[config.mk]
export PLATFORM = sky130hd
export DESIGN_NAME = instr_encoder_loader
export DESIGN_NICKNAME = d
export VERILOG_FILES = /design/src/rtl/instr_encoder_loader.sv
export SDC_FILE = /design/constraint.sdc
export NUM_CORES = 1
export LEC_CHECK = 0
export BUFFER_PORTS_ARGS = -buffer_cell sky130_fd_sc_hd__buf_2
export CAP_MARGIN = 40
export CORE_UTILIZATION = 35
export DETAILED_ROUTE_END_ITERATION = 12
export GPL_TIMING_DRIVEN = 0
export HOLD_SLACK_MARGIN = 0.1
export MAX_ROUTING_LAYER = met4
export SYNTH_ARGS = -nofsm -noshare
export SYNTH_HDL_FRONTEND = slang
export SYNTH_SLANG_ARGS = --single-unit
[constraint.sdc]
create_clock -name clk -period 3.8 [get_ports clk]
set_input_delay 0.76 -clock clk [delete_from_list [all_inputs] [get_ports clk]]
set_output_delay 0.76 -clock clk [all_outputs]
set_load 0.02 [all_outputs]
[src/rtl/instr_encoder_loader.sv]
// Encodes field-level RV32I descriptors into 32-bit words and writes them sequentially into instruction memory.
// Optional macro ENC_RANGE_CHECK_EN: flag immediates that do not fit their encoding (word is still written truncated).
module instr_encoder_loader #(
  parameter int          ADDR_W   = 6,
  parameter logic [31:0] NOP_WORD = 32'h0000_0013
) (
  input  logic              clk,
  input  logic              reset,
  input  logic              start,
  input  logic              in_valid,
  output logic              in_ready,
  input  logic [2:0]        in_class,
  input  logic [2:0]        in_funct3,
  input  logic              in_funct7b5,
  input  logic [4:0]        in_rd,
  input  logic [4:0]        in_rs1,
  input  logic [4:0]        in_rs2,
  input  logic [20:0]       in_imm,
  input  logic              in_last,
  output logic              mem_we,
  output logic [ADDR_W-1:0] mem_addr,
  output logic [31:0]       mem_wdata,
  output logic              busy,
  output logic              done,
  output logic              err,
  output logic [ADDR_W:0]   count
);

  localparam logic [1:0] ST_IDLE = 2'd0;
  localparam logic [1:0] ST_LOAD = 2'd1;
  localparam logic [1:0] ST_DONE = 2'd2;

  localparam logic [ADDR_W:0]   CAPACITY = {1'b1, {ADDR_W{1'b0}}};
  localparam logic [ADDR_W:0]   CNT_ONE  = 1;
  localparam logic [ADDR_W-1:0] PTR_ONE  = 1;

  localparam logic [6:0] OP_LOAD   = 7'b0000011;
  localparam logic [6:0] OP_STORE  = 7'b0100011;
  localparam logic [6:0] OP_RTYPE  = 7'b0110011;
  localparam logic [6:0] OP_BRANCH = 7'b1100011;
  localparam logic [6:0] OP_IALU   = 7'b0010011;
  localparam logic [6:0] OP_JAL    = 7'b1101111;
  localparam logic [6:0] OP_JALR   = 7'b1100111;

  logic [1:0]        state_q, state_d;
  logic [ADDR_W-1:0] ptr_q, ptr_d;
  logic [ADDR_W:0]   count_q, count_d;
  logic              err_q, err_d;
  logic              mem_we_q, mem_we_d;
  logic [ADDR_W-1:0] mem_addr_q, mem_addr_d;
  logic [31:0]       mem_wdata_q, mem_wdata_d;

  logic [31:0] word;
  logic        reserved;
  logic        range_bad;
  logic        accept;

  // Handshake: a descriptor transfers on a cycle where in_valid && in_ready; in_ready never waits on in_valid,
  // and is low in a start cycle so a descriptor presented together with start is not taken.
  assign in_ready = (state_q == ST_LOAD) && !start && (count_q < CAPACITY);
  assign accept   = in_valid && in_ready;

  always_comb begin
    word     = NOP_WORD;
    reserved = 1'b0;
    case (in_class)
      3'd0: word = {in_imm[11:0], in_rs1, in_funct3, in_rd, OP_LOAD};
      3'd1: word = {in_imm[11:5], in_rs2, in_rs1, in_funct3, in_imm[4:0], OP_STORE};
      3'd2: word = {1'b0, in_funct7b5, 5'b00000, in_rs2, in_rs1, in_funct3, in_rd, OP_RTYPE};
      3'd3: word = {in_imm[12], in_imm[10:5], in_rs2, in_rs1, in_funct3, in_imm[4:1], in_imm[11],
                    OP_BRANCH};
      3'd4: begin
        // Shifts carry funct7b5 in the upper bits and a 5-bit shamt.
        if (in_funct3 == 3'b001 || in_funct3 == 3'b101)
          word = {1'b0, in_funct7b5, 5'b00000, in_imm[4:0], in_rs1, in_funct3, in_rd, OP_IALU};
        else
          word = {in_imm[11:0], in_rs1, in_funct3, in_rd, OP_IALU};
      end
      3'd5: word = {in_imm[20], in_imm[10:1], in_imm[11], in_imm[19:12], in_rd, OP_JAL};
      3'd6: word = {in_imm[11:0], in_rs1, 3'b000, in_rd, OP_JALR};
      default: begin
        word     = NOP_WORD;
        reserved = 1'b1;
      end
    endcase
  end

`ifdef ENC_RANGE_CHECK_EN
  logic imm12_ok;
  logic imm13_ok;
  assign imm12_ok = (in_imm[20:11] == {10{in_imm[11]}});
  assign imm13_ok = (in_imm[20:12] == {9{in_imm[12]}});

  always_comb begin
    range_bad = 1'b0;
    case (in_class)
      3'd0, 3'd1, 3'd4, 3'd6: range_bad = !imm12_ok;
      3'd3:                   range_bad = !imm13_ok || in_imm[0];
      3'd5:                   range_bad = in_imm[0];
      default:                range_bad = 1'b0;
    endcase
  end
`else
  assign range_bad = 1'b0;
`endif

  always_comb begin
    state_d     = state_q;
    ptr_d       = ptr_q;
    count_d     = count_q;
    err_d       = err_q;
    mem_we_d    = 1'b0;
    mem_addr_d  = mem_addr_q;
    mem_wdata_d = mem_wdata_q;
    if (start) begin
      state_d = ST_LOAD;
      ptr_d   = '0;
      count_d = '0;
      err_d   = 1'b0;
    end else if (accept) begin
      mem_we_d    = 1'b1;
      mem_addr_d  = ptr_q;
      mem_wdata_d = word;
      ptr_d       = ptr_q + PTR_ONE;
      count_d     = count_q + CNT_ONE;
      if (reserved || range_bad)
        err_d = 1'b1;
      if (in_last) begin
        state_d = ST_DONE;
      end else if (count_q == CAPACITY - CNT_ONE) begin
        // Memory filled before the session's last descriptor arrived.
        state_d = ST_DONE;
        err_d   = 1'b1;
      end
    end
  end

  always_ff @(posedge clk or negedge reset) begin
    if (!reset) begin
      state_q     <= ST_IDLE;
      ptr_q       <= '0;
      count_q     <= '0;
      err_q       <= 1'b0;
      mem_we_q    <= 1'b0;
      mem_addr_q  <= '0;
      mem_wdata_q <= '0;
    end else begin
      state_q     <= state_d;
      ptr_q       <= ptr_d;
      count_q     <= count_d;
      err_q       <= err_d;
      mem_we_q    <= mem_we_d;
      mem_addr_q  <= mem_addr_d;
      mem_wdata_q <= mem_wdata_d;
    end
  end

  assign mem_we    = mem_we_q;
  assign mem_addr  = mem_addr_q;
  assign mem_wdata = mem_wdata_q;
  assign busy      = (state_q == ST_LOAD);
  assign done      = (state_q == ST_DONE);
  assign err       = err_q;
  assign count     = count_q;

endmodule

Yosys cells after proc, flatten, opt, wreduce, memory -nomap -nowiden

Index checks and enable logic that the tools add are counted.

Order comparisons: 1
Reduce and logical (&&, ||, !) cells: 11
Eq/ne operators: 11
Bitwise gates (word level): 1
Add/subtract/negate cells: 2
Mux-type cells: 17

Operators by type and width:

| kind                  | count |
|---|---|
| $pmux W32 S7          | 1 |
| $mux W32              | 1 |
| $mux W7               | 2 |
| $eq A3 B3 Y1 const B  | 4 |
| $mux W6               | 2 |
| $mux W2               | 4 |
| $add A7 B1 Y7 const B | 1 |
| $eq A7 B6 Y1 const B  | 1 |
| $lt A7 B7 Y1 const B  | 1 |
| $mux W1               | 7 |
| $reduce_or A7 Y1      | 1 |
| $add A6 B1 Y6 const B | 1 |
| $eq A3 B1 Y1 const B  | 2 |
| $eq A3 B2 Y1 const B  | 2 |
| $reduce_and A2 Y1     | 2 |
| $logic_and A1 B1 Y1   | 3 |
| $logic_not A3 Y1      | 1 |
| $reduce_bool A3 Y1    | 1 |
| $eq A2 B1 Y1 const B  | 1 |
| $eq A2 B2 Y1 const B  | 1 |
| $reduce_bool A2 Y1    | 1 |
| $logic_not A1 Y1      | 1 |
| $logic_or A1 B1 Y1    | 1 |
| $not A1 Y1            | 1 |

Output and inout port bits: 50
Flip-flop bits (word level): 55
Word-level logic and storage cells: 50
Bits of input ports: 48

Longest topological paths before layout

Depth after elaboration: 7
Gate-level depth with buffers: 7
Mapped depth without buffers: 5

Least setup slack after synthesis

No wires, ideal clock.

Path type: input to register
From: input start
To: register mem_wdata_q[23] (netlist: mem_wdata[23])
Data arrival time: 2,182 ps
Setup slack: 1,485 ps
Setup time: 134 ps
Required time: 3,666 ps
Path buffers: 3
Cell stages on the path: 7
Path through: buf_2 -> nor4b_4 -> nand2_2 -> buf_2 -> buf_2 -> nand2_1 -> o31ai_1

Word-level cells in the longest chain between the ends: 5
Elaborated cells on any way between the ends: 6
Those cells by class: bitwise: 1; reduce/logical: 5

RTL lines:

| what                             | RTL line | RTL |
|---|---|---|
| from (decl)                      | 9        | `input logic start,` |
| $logic_not A1 Y1                 | 60       | `assign in_ready = (state_q == ST_LOAD) && !start && (count_q < CAPACITY);` |
| $logic_and A1 B1 Y1 (2 in a row) | 60       |  |
| net in_ready                     | 11       | `output logic in_ready,` |
| $logic_and A1 B1 Y1              | 61       | `assign accept = in_valid && in_ready;` |
| $reduce_and A2 Y1 (no line)      | n/a      |  |
| to (signal assigned)             | 154      | `mem_wdata_q <= mem_wdata_d;` |
| to (decl)                        | 51       | `logic [31:0] mem_wdata_q, mem_wdata_d;` |

The timed path passes the listed nets, and every way through them passes these cells.
A chain may end at the register's enable or synchronous reset.

Worst setup path in the final report

From: input start
To: output in_ready

Word-level cells in the longest chain between the ends: 3

RTL lines:

| what                             | RTL line |
|---|---|
| $logic_not A1 Y1                 | 60 |
| $logic_and A1 B1 Y1 (2 in a row) | 60 |
| to (decl)                        | 11 |

Every way passes these cells.

==> reports/qor.txt <==
Result of the run = complete, no violations
Worst-Skew Late Latency = 0.31 ns
Post-synth EDFFs = 0
#FFs+latches synth = 54
Setup Slack @ Placement = 1.28 ns
XOR/XNOR Fraction of Synth Area = 3.06%
Number of global-route vias before repair = 2273
Hold buffer count at cts = 0
TritonCTS clock tree = yes
Overall die height = 87.8 microns
Most used flip-flop cell after synthesis = dfrtp_1
Dominant combinational cell family by area after synthesis = simple AND/OR/NAND/NOR gates
Number of clock sinks = 54
Routed wire length = 6.68 mm
WL per Instance = 13.9 microns
First-pass GRT wire length = 11.0 mm
Adder-cell share of the synthesized area = 0.972%
Number of cells in the finished layout apart from fillers = 479
Yosys warns = 0
Number of violations of the max-capacitance limit = 0
Sequential-to-total area share from yosys stat = 52.5%
Unrepaired setup endpoints after global routing = false
Antenna violations before repair = 0
Cts repair resizes = 0
Antenna diode count = 0
Final number of hold-violating endpoints = 0
Post-CTS setup buffer count = 0
Total die area = 7700 sq um
Cell Rows = 30
Worst reg2reg path depth = 6
Die Span X = 87.8 microns
Buffer levels on the longest clock path = 2
Clock input transition at the sequential cells of the worst setup and hold paths = 0.10 ns
F_max = 402 MHz
Worst hold-check path type = input pin to asynchronous set/reset pin
Utilization of the core after routing = 47.7%
Starting utilization of the core area = 37.1%
Iter 0 DRT Violations = 101
Final weighted congestion in routability-driven placement = 0.772
Root buf cell = clkbuf_8
Share of final-layout standard cells stronger than drive strength 1 = 30.0%
Layout Nets = 432
Worst Tran Pin Value = 0.668 ns
Cell area after layout = 3310 sq um
Normalized max-slew margin = 55.4%
Type of the worst setup path = input pin to primary output
Final Skew = 0.00919 ns
Crit path time final = 2.49 ns
Dpl hpwl = 4.87 mm
Worst path arrival time = 1.73 ns
Area after DPL = 3190 sq um
Static Leakage = 1.66 nW
Sum of internal, switching and leakage power = 1.45 mW
Critical path peak fanout = 9
Number of fillers in the final layout = 729
I/O Buffers = 95
Number of detailed-route iterations in the first pass = 4
Biggest area consumer among synthesized cells = dfrtp_1
Placed insts = 471
Synth-to-Final Area Change = 28.6%
Post-synthesis instance total = 279
CTS HTree Levels = 2
Final clock period utilization by the worst path = 65.5%
Core Box Area = 6940 sq um
Required @ worst endpoint = 3.04 ns
# setup viols final = 0
Number of routed nets with antenna violations = 0
Fin Hold WS = 0.470 ns
Pin count of the biggest net entering global routing = 29
Num CTS Buffers = 5
Power per Cell Area = 436 nW/um^2
Net Count, Synth = 329
Most common cell in the netlist = nand2_1
Yosys cell types = 44
Slew Viols, Final = 0
Vias/cell = 4.96
Global route total overflow = 0
IO Count = 98
Async S/R FF share, synth = 100%
Total vias in the final route = 2375
Complex-gate fraction of the synthesized area = 16.4%
All-layer global routing usage = 19.1%
Crit path launch type = input pin
DRC errors left = 0
Fraction of synthesized area in multiplexers = 0.437%
Final setup slack of the worst path = 1.31 ns
Setup tns final = 0 ns
Share of the synthesized area in the top cell type = 52.5%
Mapped cell area = 2570 sq um
Most used standard cells in the synthesized netlist = nand2_1, dfrtp_1, nor2_1
Synth Area in Simple Gates = 22.9%
Worst setup EP type = primary output
Average cell area after synthesis = 9.23 sq um
Max VDD drop = 0.198 mV
Main area contributors after synthesis = dfrtp_1, nand2_1, o21ai_0
-- final cells by class --
| cell class | instances | area, sq um | area share (%) |
|---|---|---|---|
| sequential | 54 | 1350 | 40.8 |
| multi-input combinational | 202 | 1130 | 34.0 |
| timing repair buffer | 96 | 495 | 15.0 |
| tap | 96 | 120 | 3.63 |
| clock buffer | 6 | 82.6 | 2.49 |
| buffer | 17 | 75.1 | 2.27 |
| clock inverter | 2 | 38.8 | 1.17 |
| inverter | 6 | 22.5 | 0.680 |
-- layer usage --
| layer | up-vias | wire, microns | GRT usage, % |
|---|---|---|---|
| met5 | - | 0 | - |
| met4 | 0 | 123 | 6.56 |
| met3 | 11 | 492 | 4.71 |
| met2 | 89 | 3040 | 29.3 |
| met1 | 1106 | 3020 | 24.5 |
| li1 | 1169 | - | - |
-- flip-flops by register name, indices dropped and copies added (netlist names) --
| signal | count |
|---|---|
| err | 1 |
| mem_we | 1 |
| mem_wdata | 31 |
| mem_addr | 6 |
| ptr_q | 6 |
| count | 7 |
| state_q | 2 |
-- worst paths after layout --
check                                            end  slack [ns]               startpoint
setup / recovery                            in_ready        1.31                    start
hold / removal                  ptr_q[5]$_DFFE_PN0P_        0.47                    reset
setup reg to reg           mem_wdata[24]$_DFFE_PN0P_        1.91   state_q[1]$_DFFE_PN0P_
hold reg to reg              mem_addr[4]$_DFFE_PN0P_        0.48  mem_addr[4]$_DFFE_PN0P_
max in group asynchronous  mem_wdata[26]$_DFFE_PN0P_        2.75                    reset
min in group clk             mem_addr[4]$_DFFE_PN0P_        0.48  mem_addr[4]$_DFFE_PN0P_
-- cells in the final DEF (no fill, tap or decap), drive strengths merged, types with 2 or more instances in the layout --
cell type,count
a21o,3
a21oi,16
a221oi,6
a2bb2oi,3
and2,2
and3,3
buf,104
clkbuf,15
dfrtp,54
ha,2
inv,6
nand2,57
nand2b,2
nand3,6
nand3b,3
nand4,2
nor2,24
nor2b,8
nor3,2
nor3b,6
o21ai,23
o22ai,5
o31ai,5
or3,3
xnor2,2
xor2,7
-- critical path, cell delays in order --
cell and delay [ns]:
buf_2 0.16, nor4b_4 0.54, buf_2 0.26
-- power by group --
| group | switching [mW] | total (mW) | internal (mW) |
|---|---|---|---|
| logic | 0.223 | 0.347 | 0.124 |
| registers | 0.0388 | 0.682 | 0.643 |
| clock network | 0.199 | 0.416 | 0.217 |
-- logic make-up after synthesis --
kind of cell    after synthesis
fa+ha+maj                     2
simple gates                122
mux                           1
flops                        54
buf+inv                      23
xor+xnor                      9
compound gates               68
Power figures use the tool's default switching activity.
